[src/rtl/synth_pkg.sv]
// Shared types for the time-multiplexed voice mixer.
// Waveform codes, sweep FSM states and the mix width helper.
package synth_pkg;

  typedef enum logic [1:0] {
    WAVE_SQUARE = 2'b00,
    WAVE_SAW    = 2'b01,
    WAVE_TRI    = 2'b10,
    WAVE_OFF    = 2'b11
  } waveform_t;

  typedef enum logic [1:0] {
    IDLE  = 2'b00,
    SWEEP = 2'b01,
    DONE  = 2'b10
  } mixer_state_t;

  // Width that holds the sum of num_voices full-scale samples.
  function automatic int mix_width(int sample_w, int num_voices);
    return sample_w + $clog2(num_voices);
  endfunction

endpackage

[src/rtl/synth_voice_mixer_wave_shaper.sv]
// Combinational waveform generator shared by every voice slot.
// Maps the top phase bits to a square, saw or triangle sample.
module wave_shaper
  import synth_pkg::*;
#(
  parameter int SAMPLE_W = 11
) (
  input  logic [SAMPLE_W-1:0] p,
  input  waveform_t           wave,
  output logic [SAMPLE_W-1:0] sample
);

  logic [SAMPLE_W-1:0] t;

  assign t = {p[SAMPLE_W-2:0], 1'b0};

  // Select the waveform shape for the current phase.
  always_comb begin
    sample = '0;
    unique case (wave)
      WAVE_SQUARE: sample = {SAMPLE_W{p[SAMPLE_W-1]}};
      WAVE_SAW:    sample = p;
      WAVE_TRI:    sample = p[SAMPLE_W-1] ? ~t : t;
      WAVE_OFF:    sample = '0;
      default:     sample = '0;
    endcase
  end

endmodule

[src/rtl/synth_voice_mixer.sv]
// N-voice synthesiser: one voice per clock, summed once per sample.
// Config writes land in shadow regs and go live on the tick.
module synth_voice_mixer
  import synth_pkg::*;
#(
  parameter int NUM_VOICES = 4,
  parameter int SAMPLE_W   = 11,
  parameter int PHASE_W    = 16,
  parameter int TICK_DIV   = 1024,
  localparam int VID_W     = $clog2(NUM_VOICES),
  localparam int OUT_W     = mix_width(SAMPLE_W, NUM_VOICES)
) (
  input  logic                  clk,
  input  logic                  rst,
  input  logic                  cfg_we,
  input  logic [VID_W-1:0]      cfg_voice,
  input  logic [PHASE_W-1:0]    cfg_phase_inc,
  input  logic [1:0]            cfg_waveform,
  input  logic [NUM_VOICES-1:0] gate,
  output logic [OUT_W-1:0]      sample_out,
  output logic                  sample_valid,
  output logic                  busy
);

  localparam int CNT_W = $clog2(TICK_DIV);

  logic [CNT_W-1:0]   cnt;
  logic               tick;
  mixer_state_t       state_q;
  mixer_state_t       state_d;
  logic [VID_W-1:0]   vidx;
  logic               last;
  logic [OUT_W-1:0]   acc;
  logic [OUT_W-1:0]   acc_next;
  logic               cur_gate;
  logic               cur_on;
  logic [SAMPLE_W-1:0] cur_p;
  logic [SAMPLE_W-1:0] cur_sample;

  logic [PHASE_W-1:0] phase   [NUM_VOICES];
  logic [PHASE_W-1:0] sh_inc  [NUM_VOICES];
  waveform_t          sh_wave [NUM_VOICES];
  logic [PHASE_W-1:0] act_inc [NUM_VOICES];
  waveform_t          act_wave[NUM_VOICES];

  assign tick = (cnt == CNT_W'(TICK_DIV - 1));
  assign last = (vidx == VID_W'(NUM_VOICES - 1));
  assign busy = (state_q == SWEEP);

  // Free-running sample-period divider.
  always_ff @(posedge clk) begin
    if (rst)       cnt <= '0;
    else if (tick) cnt <= '0;
    else           cnt <= cnt + 1'b1;
  end

  // Shadow capture on write, shadow-to-active copy on tick.
  always_ff @(posedge clk) begin
    if (rst) begin
      for (int i = 0; i < NUM_VOICES; i++) begin
        sh_inc[i]   <= '0;
        sh_wave[i]  <= WAVE_OFF;
        act_inc[i]  <= '0;
        act_wave[i] <= WAVE_OFF;
      end
    end else begin
      if (cfg_we && (int'(cfg_voice) < NUM_VOICES)) begin
        sh_inc[cfg_voice]  <= cfg_phase_inc;
        sh_wave[cfg_voice] <= waveform_t'(cfg_waveform);
      end
      if (tick) begin
        for (int i = 0; i < NUM_VOICES; i++) begin
          act_inc[i]  <= sh_inc[i];
          act_wave[i] <= sh_wave[i];
        end
      end
    end
  end

  assign cur_gate = gate[vidx];
  assign cur_on   = cur_gate && (act_wave[vidx] != WAVE_OFF);
  assign cur_p    = phase[vidx][PHASE_W-1 -: SAMPLE_W];

  wave_shaper #(
    .SAMPLE_W (SAMPLE_W)
  ) u_shaper (
    .p      (cur_p),
    .wave   (act_wave[vidx]),
    .sample (cur_sample)
  );

  assign acc_next = cur_on ? acc + OUT_W'(cur_sample) : acc;

  // Sweep state register.
  always_ff @(posedge clk) begin
    if (rst) state_q <= IDLE;
    else     state_q <= state_d;
  end

  // Sweep next-state logic.
  always_comb begin
    state_d = state_q;
    unique case (state_q)
      IDLE:    if (tick) state_d = SWEEP;
      SWEEP:   if (last) state_d = DONE;
      DONE:    state_d = IDLE;
      default: state_d = IDLE;
    endcase
  end

  // Per-voice accumulate, phase update and sample publish.
  always_ff @(posedge clk) begin
    if (rst) begin
      acc          <= '0;
      vidx         <= '0;
      sample_out   <= '0;
      sample_valid <= 1'b0;
      for (int i = 0; i < NUM_VOICES; i++) phase[i] <= '0;
    end else begin
      sample_valid <= 1'b0;
      if (state_q == IDLE && tick) begin
        acc  <= '0;
        vidx <= '0;
      end
      if (state_q == SWEEP) begin
        acc  <= acc_next;
        vidx <= vidx + 1'b1;
        if (cur_gate) phase[vidx] <= phase[vidx] + act_inc[vidx];
        else          phase[vidx] <= '0;
        if (last) begin
          sample_out   <= acc_next;
          sample_valid <= 1'b1;
        end
      end
    end
  end

endmodule

[config.mk]
export PLATFORM = sky130hd
export DESIGN_NAME = synth_voice_mixer
export DESIGN_NICKNAME = d
export VERILOG_FILES = /design/src/rtl/synth_pkg.sv /design/src/rtl/synth_voice_mixer_wave_shaper.sv /design/src/rtl/synth_voice_mixer.sv
export SDC_FILE = /design/constraint.sdc
export NUM_CORES = 1
export LEC_CHECK = 0
export ABC_AREA = 0
export CAP_MARGIN = 20
export CORE_ASPECT_RATIO = 0.5
export CORE_MARGIN = 4
export CORE_UTILIZATION = 35
export DETAILED_ROUTE_END_ITERATION = 8
export PLACE_DENSITY = 0.57
export REMOVE_ABC_BUFFERS = 1
export SLEW_MARGIN = 40
export SYNTH_ARGS = -nofsm -noshare
export SYNTH_HDL_FRONTEND = slang
export SYNTH_HIERARCHICAL = 1
export SYNTH_SLANG_ARGS = --single-unit
export TNS_END_PERCENT = 100
[constraint.sdc]
create_clock -name clk -period 3.8 [get_ports clk]
set_clock_uncertainty 0.05 [all_clocks]
set_input_delay 0.76 -clock clk [delete_from_list [all_inputs] [get_ports clk]]
set_output_delay 0.76 -clock clk [all_outputs]
set_load 0.01 [all_outputs]
==> flow_summary.yaml <==
worst_setup_path:
  cp.arrival_ps: 4010
  path_cells: "buf_12, mux4_2, nand3b_1, nand2_1, ha_1, inv_1, fa_1, nor2b_1, o2111ai_1, a31oi_1, xor2_1, o211ai_1, a21oi_1"
  slowest_stage: "mux4_2"
  crit_fanout: 24
  reg2reg_slack_ps: 210
  cp-endpoint: "sample_out[8]"
  crit_required_ps: 4220
  path_class: "register to register"
  critPathMaxStageDelay_ps: 750
  cp-end-kind: "register"
  rr_endpoint: "sample_out[8]"
  startpoint_type: "register"
  r2r.worst_path.cells: 13
global_route:
  globalRouteMet1Util_pct: 20.66
  grt_pass1_wl_um: 42340
  met3_usage_pct: 2.557
  top_usage_layer: "met2"
  grt_max_degree: 79
  grt_overflow_total: 0
  grtUsageTotal_pct: 14.61
  antenna_found_initial: 0
  grt_pass1_vias: 7244
  gr-usage-met2_pct: 23.85
die:
  io_pins: 42
  core-area_sq_mm: 0.03323
  die_w_um: 268.2
  die_area_sq_mm: 0.03703
  die_y_um: 138.1
  fp-row-count: 47
  start_util_pct: 35.65
power:
  netSwitchingFraction_pct: 22.30
  comb_power_share_pct: 6.2
  power_frac_seq_pct: 52.9
  peakVddDrop_uv: 285.5
  clockPowerShare_pct: 40.9
  p_sw_uw: 1318
  p_leak_uw: 0.005065
  pwr_density_cell_mw_per_mm2: 435.3
  cell_internal_pwr_uw: 4590
  fin_total_pwr_uw: 5908
placement:
  dp_hpwl_um: 17890
  port_buffers: 41
  placed_cells: 1368
  gp_congestion: 0.8448
  placed_cell_area_sq_mm: 0.01275
layout:
  fin_nets: 1012
  regArea_sq_mm: 0.007108
  final_cell_mix: "208 x edfxtp_1, 84 x nor2_1, 71 x and3_1"
  fillers: 3065
  final_cells: 1414
  final_layout_size_suffix_gt1_share_pct: 11.31
  stdcell_area_sq_mm: 0.01357
  layout_commonest_cell: "edfxtp_1"
  antenna_cells: 0
  multi_input_area_sq_mm: 0.004452
  syn_to_final_growth_pct: 14.57
synthesis:
  synth_seq_cells: 251
  seq_area_frac_synth_pct: 60.00
  synth-simple-area-share_pct: 16.76
  synth_edf_count: 208
  synth-main-ff-cell: "edfxtp_1"
  synth_adder_area_share_pct: 3.296
  netlist_area_sq_mm: 0.01185
  yosysUniqueCellTypes: 59
  syn_inst: 920
  yosysWarnings: 6
  synth-compound-area-share_pct: 7.553
  synthMuxAreaShare_pct: 7.510
  synth_xor_area_share_pct: 1.996
  synthArstFlopShare_pct: 0
  syn_area_per_cell_sq_um: 12.88
  synth_top_family_by_area: "simple AND/OR/NAND/NOR gates"
clock_tree:
  cts.sink_count: 251
  worst_skew_pair.late_latency_ps: 540
  cts_max_path_buffers: 3
  cts_root_buf: "clkbuf_16"
  post-cts-setup-buffers: 0
  h-tree-depth: 1
  cts_tree: "built"
  clk_pin_slew_ps: 60
  numCtsBuffers: 25
sta:
  whs_ps: 409.1
  setup_viol: 0
  fmax_ghz: 0.2783
  worst_slew_pin_slew_ps: 717.8
  grt_setup_unrepaired: "false"
  hold_viol: 0
  finalMaxSlewViolations: 0
  post-route-period-util_pct: 94.56
  tns_ps: 0
  period_minus_slack_ps: 3593
  relSlewSlack_pct: 52.01
routing:
  wl_per_cell_um: 19.29
  drt-initial-drc-count: 624
  dr.pass1.iters: 5
  ant_nets: 0
  vias_per_cell: 5.277
  vias: 7462
  drc_errors: 0
  wl_um: 27280
hold_path:
  hp-start: "sample_out[1]"
  hold_path.class: "register to register"
run_status:
  run_status: "finished, final reports clean"
job:
  maxCapViolations: 0
[routing by layer]
layer  share of wire [%]  vias up  wire, um
li1                    -     3533         -
met1                  46     3758     12680
met2                  48      140     12960
met3                 4.4       31      1187
met4                 1.7        0       455
met5                   0        -         0
[worst min path at each step]
stage / endpoint / slack [ps] / cells after the start
6_report: sample_out[1] / 410 / 2
5_1_grt: cnt[0] / 430 / 1
4_1_cts: sample_out[1] / 410 / 2
3_5_place_dp: cnt[0] / 400 / 1
3_3_place_gp: sample_out[1] / 390 / 2
2_1_floorplan: state_q[0] / 380 / 1
[kinds of logic (layout without fill, tap and decap cells)]
group           Yosys count  in the layout
xor+xnor                 27             27
mux                      45             46
buf+inv                  74            126
fa+ha+maj                30             30
simple gates            362            362
compound gates          131            131
flops                   251            251
[synthesized netlist by cell type (all sizes together), types with 8 or more instances]
master | instances | area, sq um
xor2 | 11 | 96.34
buf | 19 | 135.1
nand4bb | 9 | 101.4
mux4 | 35 | 788.3
nand2 | 48 | 185.2
nor3 | 9 | 45.04
a21o | 14 | 105.1
nand2b | 10 | 65.06
inv | 19 | 71.32
a22o | 8 | 70.07
mux2i | 9 | 90.09
nand3 | 21 | 105.1
and3 | 71 | 444.2
edfxtp | 208 | 6246
xnor2 | 16 | 140.1
nor2 | 84 | 315.3
or3 | 15 | 93.84
o221ai | 10 | 87.58
clkbuf | 36 | 135.1
ha | 28 | 350.3
a211oi | 9 | 67.56
a21oi | 31 | 166.4
and2 | 70 | 440.4
a31oi | 10 | 62.56
o21ai | 22 | 110.1
dfxtp | 43 | 860.8
[cell type report]
class / count / share of cell area, %
Sequential cell: 251 / 52.38
Multi-Input combinational cell: 596 / 32.80
Clock inverter: 12 / 0.9681
Clock buffer: 33 / 4.831
Inverter: 19 / 0.5255
Tap cell: 441 / 4.066
Timing Repair Buffer: 62 / 4.426
[state kept, by name, summed over array words and instances, names as in the netlist, named ones only]
register	cells
act_wave	8
sh_inc	64
state_q	2
vidx	2
sample_out	13
cnt	10
sample_valid	1
act_inc	64
phase	64
acc	13
sh_wave	8
[worst max-delay path, delay by kind of cell, from the launching register on]
kind,cells,cell delay (ps)
multiplexers,1,750
flip-flops,1,360
adder cells (fa/ha/maj),2,590
AO/OA/AOI/OAI,4,660
buffers and inverters,2,300
AND/OR/NAND/NOR,3,540
XOR/XNOR,1,240
[stage by stage]
step	utilization, %	worst slack [ps]
4_1_cts	40.74	199.6
3_3_place_gp	38.35	335.7
5_1_grt	40.84	25.02
6_report	40.84	206.7
3_5_place_dp	38.37	224.1
2_1_floorplan	-	-697.0
[power groups by stage]
stage	sequential, uW	clock (uW)	combinational [uW]
2_1_floorplan	3170	0	221
3_3_place_gp	3180	0	364
3_5_place_dp	3180	0	368
4_1_cts	3120	2460	369
5_1_grt	3130	2580	402
6_report	3120	2420	367
[timing repair]
| item | in CTS | in global routing |
|---|---|---|
| hold endpoints to repair | 0 | 0 |
| endpoints found under the setup margin | 0 | 2 |
| gates resized for setup | 0 | 2 |
| hold buffers | 0 | 0 |
Note: power is estimated with default switching activity, not from simulation.
